File: src/rtl/scaler_pkg.sv
// Shared constants, channel state encoding and helpers for the multi-rate clock scaler.
package scaler_pkg;

  localparam int unsigned MIN_DIV     = 2;
  localparam int unsigned DEF_RST_DIV = 50;
  localparam int unsigned DEF_CNT_W   = 16;
  localparam int unsigned DEF_NCH     = 2;

  typedef enum logic [1:0] {
    IDLE     = 2'd0,
    RUN      = 2'd1,
    RUN_PEND = 2'd2
  } ch_state_e;

  // Channel-select width, never narrower than one bit.
  function automatic int unsigned ch_w(input int unsigned nch);
    return (nch > 1) ? $clog2(nch) : 1;
  endfunction

endpackage

File: src/rtl/multi_rate_scaler_if.sv
// Configuration write channel: valid/ready handshake carrying target channel, period and high time.
interface multi_rate_scaler_if
  import scaler_pkg::*;
#(
  parameter int unsigned NCH   = DEF_NCH,
  parameter int unsigned CNT_W = DEF_CNT_W
);

  localparam int unsigned CH_W = ch_w(NCH);

  logic             cfg_valid;
  logic             cfg_ready;
  logic [CH_W-1:0]  cfg_ch;
  logic [CNT_W-1:0] cfg_div;
  logic [CNT_W-1:0] cfg_high;

  modport master (
    output cfg_valid,
    output cfg_ch,
    output cfg_div,
    output cfg_high,
    input  cfg_ready
  );

  modport slave (
    input  cfg_valid,
    input  cfg_ch,
    input  cfg_div,
    input  cfg_high,
    output cfg_ready
  );

endinterface

File: src/rtl/scaler_channel.sv
// One divided-clock channel: period counter, active/shadow config pair and run/pending FSM.
module scaler_channel
  import scaler_pkg::*;
#(
  parameter int unsigned CNT_W   = DEF_CNT_W,
  parameter int unsigned RST_DIV = DEF_RST_DIV
) (
  input  logic             clk,
  input  logic             rst_n,
  input  logic             enable,
  input  logic             wr,
  input  logic [CNT_W-1:0] wr_div,
  input  logic [CNT_W-1:0] wr_high,
  output logic             pending,
  output logic             clk_out,
  output logic             tick
);

  localparam logic [CNT_W-1:0] RST_DIV_V  = CNT_W'(RST_DIV);
  localparam logic [CNT_W-1:0] RST_HIGH_V = CNT_W'(RST_DIV / 2);
  localparam logic [CNT_W-1:0] MIN_DIV_V  = CNT_W'(MIN_DIV);

  ch_state_e        state_q, state_d;
  logic [CNT_W-1:0] cnt_q, cnt_d;
  logic [CNT_W-1:0] div_a_q, div_a_d, high_a_q, high_a_d;
  logic [CNT_W-1:0] div_s_q, div_s_d, high_s_q, high_s_d;
  logic             pend_q, pend_d;
  logic             clk_out_d, tick_d;
  logic             wrap, apply;

  always_ff @(posedge clk or negedge rst_n) begin
    if (!rst_n) begin
      state_q  <= IDLE;
      cnt_q    <= '0;
      div_a_q  <= RST_DIV_V;
      high_a_q <= RST_HIGH_V;
      div_s_q  <= RST_DIV_V;
      high_s_q <= RST_HIGH_V;
      pend_q   <= 1'b0;
      clk_out  <= 1'b0;
      tick     <= 1'b0;
    end else begin
      state_q  <= state_d;
      cnt_q    <= cnt_d;
      div_a_q  <= div_a_d;
      high_a_q <= high_a_d;
      div_s_q  <= div_s_d;
      high_s_q <= high_s_d;
      pend_q   <= pend_d;
      clk_out  <= clk_out_d;
      tick     <= tick_d;
    end
  end

  always_comb begin
    state_d   = state_q;
    cnt_d     = cnt_q;
    div_a_d   = div_a_q;
    high_a_d  = high_a_q;
    div_s_d   = div_s_q;
    high_s_d  = high_s_q;
    pend_d    = pend_q;
    clk_out_d = 1'b0;
    tick_d    = 1'b0;

    wrap  = (cnt_q == div_a_q - CNT_W'(1));
    // Shadow pair lands only at a period boundary, or straight away when stopped.
    apply = pend_q && ((state_q == IDLE) || wrap);

    if (apply) begin
      div_a_d  = (div_s_q < MIN_DIV_V) ? MIN_DIV_V : div_s_q;
      high_a_d = high_s_q;
      pend_d   = 1'b0;
    end

    if (wr) begin
      div_s_d  = wr_div;
      high_s_d = wr_high;
      pend_d   = 1'b1;
    end

    unique case (state_q)
      IDLE: begin
        cnt_d = '0;
        if (enable) state_d = pend_d ? RUN_PEND : RUN;
      end
      RUN, RUN_PEND: begin
        if (!enable) begin
          state_d = IDLE;
          cnt_d   = '0;
        end else begin
          state_d = pend_d ? RUN_PEND : RUN;
          cnt_d   = wrap ? '0 : cnt_q + CNT_W'(1);
        end
      end
      default: begin
        state_d = IDLE;
        cnt_d   = '0;
      end
    endcase

    if (state_d != IDLE) begin
      clk_out_d = (cnt_d < high_a_d);
      tick_d    = (cnt_d == '0);
    end
  end

  assign pending = pend_q;

endmodule

File: src/rtl/multi_rate_scaler.sv
// Multi-channel clock divider top: reset release synchroniser, config decode and channel array.
module multi_rate_scaler
  import scaler_pkg::*;
#(
  parameter int unsigned NCH     = DEF_NCH,
  parameter int unsigned CNT_W   = DEF_CNT_W,
  parameter int unsigned RST_DIV = DEF_RST_DIV
) (
  input  logic               clk_50MHz,
  input  logic               rst_n,
  input  logic               enable,
  multi_rate_scaler_if.slave cfg,
  output logic [NCH-1:0]     clk_out,
  output logic [NCH-1:0]     tick
);

  localparam int unsigned CH_W = ch_w(NCH);

  logic [1:0]     rst_sync_q;
  logic           rst_core_n;
  logic [NCH-1:0] pend;
  logic [NCH-1:0] sel_c;
  logic [NCH-1:0] wr_c;
  logic           ready_c;

  // Assert immediately, release two clocks after rst_n rises.
  always_ff @(posedge clk_50MHz or negedge rst_n) begin
    if (!rst_n) rst_sync_q <= 2'b00;
    else        rst_sync_q <= {rst_sync_q[0], 1'b1};
  end

  assign rst_core_n = rst_sync_q[1];

  // Out-of-range channel numbers select nothing, so ready stays low for them.
  always_comb begin
    sel_c = '0;
    for (int i = 0; i < NCH; i++) begin
      sel_c[i] = (cfg.cfg_ch == CH_W'(i));
    end
  end

  assign ready_c       = |(sel_c & ~pend);
  assign wr_c          = sel_c & ~pend & {NCH{cfg.cfg_valid}};
  assign cfg.cfg_ready = ready_c;

  for (genvar g = 0; g < NCH; g++) begin : g_ch
    scaler_channel #(
      .CNT_W   (CNT_W),
      .RST_DIV (RST_DIV)
    ) u_ch (
      .clk     (clk_50MHz),
      .rst_n   (rst_core_n),
      .enable  (enable),
      .wr      (wr_c[g]),
      .wr_div  (cfg.cfg_div),
      .wr_high (cfg.cfg_high),
      .pending (pend[g]),
      .clk_out (clk_out[g]),
      .tick    (tick[g])
    );
  end

endmodule

File: src/flat_wrapper.sv
// flat-port wrapper written by rule: the top's interface ports become plain ports
module multi_rate_scaler_flat import scaler_pkg::*;
#(
  parameter int unsigned NCH     = DEF_NCH,
  parameter int unsigned CNT_W   = DEF_CNT_W,
  parameter int unsigned RST_DIV = DEF_RST_DIV
)
  (clk_50MHz, rst_n, enable, clk_out, tick, cfg_cfg_valid, cfg_cfg_ch, cfg_cfg_div, cfg_cfg_high, cfg_cfg_ready);
  multi_rate_scaler_if #(.NCH(NCH), .CNT_W(CNT_W)) cfg_i ();
  input  logic clk_50MHz;
  input  logic rst_n;
  input  logic enable;
  output logic [NCH-1:0] clk_out;
  output logic [NCH-1:0] tick;
  input wire logic [$bits(cfg_i.cfg_valid)-1:0] cfg_cfg_valid;
  input wire logic [$bits(cfg_i.cfg_ch)-1:0] cfg_cfg_ch;
  input wire logic [$bits(cfg_i.cfg_div)-1:0] cfg_cfg_div;
  input wire logic [$bits(cfg_i.cfg_high)-1:0] cfg_cfg_high;
  output wire logic [$bits(cfg_i.cfg_ready)-1:0] cfg_cfg_ready;
  assign cfg_i.cfg_valid = cfg_cfg_valid;
  assign cfg_i.cfg_ch = cfg_cfg_ch;
  assign cfg_i.cfg_div = cfg_cfg_div;
  assign cfg_i.cfg_high = cfg_cfg_high;
  assign cfg_cfg_ready = cfg_i.cfg_ready;
  multi_rate_scaler #(.NCH(NCH), .CNT_W(CNT_W), .RST_DIV(RST_DIV)) u_core (.clk_50MHz(clk_50MHz), .rst_n(rst_n), .enable(enable), .cfg(cfg_i), .clk_out(clk_out), .tick(tick));
endmodule
File: config.mk
export PLATFORM = sky130hd
export DESIGN_NAME = multi_rate_scaler_flat
export DESIGN_NICKNAME = d
export VERILOG_FILES = /design/src/rtl/scaler_pkg.sv /design/src/rtl/multi_rate_scaler_if.sv /design/src/rtl/scaler_channel.sv /design/src/rtl/multi_rate_scaler.sv /design/src/flat_wrapper.sv
export SDC_FILE = /design/constraint.sdc
export NUM_CORES = 1
export LEC_CHECK = 0
export CAP_MARGIN = 20
export CORE_ASPECT_RATIO = 0.7
export CORE_MARGIN = 2
export CORE_UTILIZATION = 60
export CTS_CLUSTER_SIZE = 28
export DETAILED_ROUTE_END_ITERATION = 16
export GPL_TIMING_DRIVEN = 0
export PLACE_DENSITY = 0.81
export SYNTH_ARGS = -nofsm -noshare
export SYNTH_HDL_FRONTEND = slang
export SYNTH_HIERARCHICAL = 1
export SYNTH_SLANG_ARGS = --single-unit
File: constraint.sdc
create_clock -name clk_50MHz -period 9.68 [get_ports clk_50MHz]
set_input_delay 2.42 -clock clk_50MHz [delete_from_list [all_inputs] [get_ports clk_50MHz]]
set_output_delay 2.42 -clock clk_50MHz [all_outputs]
set_load 0.01 [all_outputs]
==> qor.txt, run 1 <==
worst path cell trace: clkdlybuf4s50_1 > mux2i_1 > clkdlybuf4s50_1
DR DRC count: 0
hpwl dp: 16.29 mm
RSZ-0062 raised after global routing: false
Fin. Hold Viols: 0
Num CTS Buffers: 17
r2r setup slk: 4.05 ns
Ports: 42
vias in the first global route: 6956
Worst Path Max Fanout: 3
area delta synth->final: 13.57%
DR vias/cell: 6.086
row count: 39
Root Driver: clkbuf_16
Reg clk slew, reported paths: 0.06 ns
Fill cells: 1177
DR pass1 iterations: 5
Flop pwr share: 0.384
grt total ovfl: 0
most used cell, CP: clkdlybuf4s50_1
Setup TNS Final: 0 ns
P_sw: 1.194 mW
port bufs: 41
core area: 0.01615 mm^2
PwrDens: 301.3 mW/mm^2
crit path DAT: 3.78 ns
Final Hold Slack: 0.3502 ns
Max Root-Sink Buffers: 2
leakage: 5.004 nW
total wire length: 22.67 mm
hold endpoint: u_core/rst_sync_q[1]
Setup crit end kind: primary output
Crit path required time: 7.26 ns
total power: 3.356 mW
Synth Instances: 860
Worst-Margin Slew: 0.8244 ns
CP max stage delay: 0.56 ns
slowest stage cell on the critical path: clkdlybuf4s50_1
Post-CTS Hold Buffers: 0
n_diodes: 0
die width: 156.8 um
Primary FF master, synth: dfrtp_1
H-tree depth: 4
1st-iter DRT viols: 547
Combinational Power Share: 0.413
layout cell share with drive strength beyond 1: 0.2257
CP top delay family: buffers and inverters
gp weighted congestion: 0.9320
Yosys cell types: 62
met2 WL: 9.756 mm
detailed-route wire length on metal 1: 10.95 mm
Setup Fix Bufs, Post-CTS: 0
count leader, synth: dfrtp_1
Setup WS post-layout: 3.478 ns
Clock Power Share: 0.203
Crit Path Category: input pin to primary output
Tcrit/Tclk final: 0.6407
proportion of netlist area held by the largest area contributor: 0.3776
Startpoint Class: input pin
DP Worst Slack: 3.489 ns
met3 wire length: 1.619 mm
R2R depth: 21
syn avg cell area: 11.41 um^2
cell area after synthesis: 0.009809 mm^2
status: completed
#FFs+latches synth: 172
top area cells in the synthesized netlist: dfrtp_1, mux2_2, mux2_4
Total GRT Usage: 0.2740
area leader, netlist: dfrtp_1
Max Freq: 161.2 MHz
register area share after synthesis: 0.4418
detailed-route wire length per cell: 19.54 um
Ys Warns: 6
largest net degree at the start of global routing: 75
Final Net Count: 997
Tmin final: 6.202 ns
hold path cells: 0
P_int: 2.162 mW
Initial Util: 0.6073
first-pass GRT wire length: 37.05 mm
post-CTS sizing: 0
Slew Limit Headroom: 0.4454
Crit Reg-Reg Startpoint: u_core/g_ch[1].u_ch/div_a_q[0]
HP Class: flip-flop to flip-flop
top sig layer: met4
Critical R2R Capture: u_core/g_ch[1].u_ch/clk_out
sw frac: 0.3558
synth cell count leaders: dfrtp_1, mux2_2, nor2_1, mux2_4, mux2i_1
Sink Count: 172
crit path buf inv count: 2
post-route ant nets: 0
Die H: 111.0 um
clk_lat worst skew: 0.42 ns
final slew viol count: 0
via count: 7060
max cap viols: 0
maximum VDD drop: 168.0 uV
Hold Path Origin: u_core/rst_sync_q[0]
CTS tree: built
final setup vio count: 0
Post-synth EDFFs: 0
Final Skew: 0.01055 ns
Die Area: 0.01740 mm^2
post-synth net total: 935
initial antenna violation count: 0
ys async rst share: 1.000
-- state kept, by name (all words and copies together) (netlist names) --
name                       flops
u_core/g_ch.u_ch/div_a_q      32
u_core/g_ch.u_ch/state_q       4
u_core/g_ch.u_ch/tick          2
u_core/g_ch.u_ch/clk_out       2
u_core/g_ch.u_ch/pending       2
u_core/g_ch.u_ch/high_s_q     32
u_core/g_ch.u_ch/high_a_q     32
u_core/g_ch.u_ch/div_s_q      32
u_core/g_ch.u_ch/cnt_q        32
u_core/rst_sync_q              2
-- power by group through the flow --
stage / clock, mW / combinational (mW) / sequential, mW
detailed placement: 0 / 1.35 / 1.29
global route: 0.726 / 1.50 / 1.33
CTS: 0.690 / 1.38 / 1.28
floorplan: 0 / 1.07 / 1.22
finish: 0.680 / 1.39 / 1.29
global placement: 0 / 1.30 / 1.29
-- worst max path at each step --
stage / start / end / slack [ns] / cells past startpoint
6_report: cfg_cfg_ch / cfg_cfg_ready / 3.48 / 3
5_1_grt: cfg_cfg_ch / cfg_cfg_ready / 3.45 / 3
4_1_cts: cfg_cfg_ch / cfg_cfg_ready / 3.48 / 3
3_5_place_dp: cfg_cfg_ch / cfg_cfg_ready / 3.49 / 3
3_3_place_gp: u_core/rst_sync_q[1] / u_core/g_ch[1].u_ch/div_a_q[7] / 2.68 / 0
2_1_floorplan: u_core/rst_sync_q[1] / u_core/g_ch[0].u_ch/clk_out / 4.57 / 0
-- layout by cell type, fill, tap and decap left out, types with 26 or more instances in the layout --
cell type,Yosys,layout
xor2_1,30,30
dfrtp_1,148,147
inv_1,32,32
mux2i_1,39,39
clkbuf_1,34,37
xnor2_1,36,36
clkdlybuf4s50_1,0,41
nand2_1,26,26
mux2_4,46,46
mux2_2,78,78
nand4_1,26,26
nor2_1,66,66
ha_1,38,38
-- stage by stage --
step / cell area [um^2] / std cells / util
final: 11140 / 1160 / 0.6898
after global routing: 11140 / 1160 / 0.6898
after CTS: 11140 / 1160 / 0.6898
after detailed placement: 10550 / 1128 / 0.6533
after global placement: 10500 / 1126 / 0.6502
after floorplan: 9809 / 860 / -
-- metal layers --
| layer | vias to the layer above | track usage |
|---|---|---|
| met5 | - | 0 |
| met4 | 0 | 0.08196 |
| met3 | 25 | 0.05629 |
| met2 | 252 | 0.3930 |
| met1 | 3508 | 0.4183 |
| li1 | 3275 | - |
-- cell type report --
cell class              count  area (um^2)  area share
flip-flops and latches    172         4338      0.3894
clock buffers              23        478.0     0.04290
well taps                 225        281.5     0.02527
repair buffers             43        457.9     0.04111
plain buffers              56        295.3     0.02650
inverters                  32        120.1     0.01078
clock inverters             9        110.1    0.009883
multi-input cells         600         5060      0.4542
-- cells by family (layout without fill, tap and decap cells) --
logic type      after synthesis  in the layout  synth area share
mux                         163            163            0.1997
compound gates              102            102           0.07908
fa+ha+maj                    38             38           0.04847
xor+xnor                     68             68           0.06352
flops                       172            172            0.4418
other cells                   1              1         0.0003823
buf+inv                      88            163           0.04235
simple gates                228            228            0.1246
No activity file was read; power rests on OpenSTA's default activity.
==> run 2: changes to the inputs <==
Clock period 9.68 ns to 5.9 ns, I/O delays scaled along.
==> results of run 2 <==
Same layout as run 1 (identical final DEF). Status: completed.
Among the figures that moved: setup slack after placement 3.489 ns -> 0.4710 ns; clock-pin slew on the worst setup and hold paths 0.06 ns -> 0.07 ns; setup slack after layout 3.478 ns -> 0.2724 ns; start point of the critical path cfg_cfg_ch -> u_core/g_ch[1].u_ch/div_a_q[0]; end point of the critical path cfg_cfg_ready -> u_core/g_ch[1].u_ch/clk_out; register-to-register setup slack 4.05 ns -> 0.27 ns; total power 3.356 mW -> 5.506 mW; worst IR drop on VDD 168.0 uV -> 275.6 uV
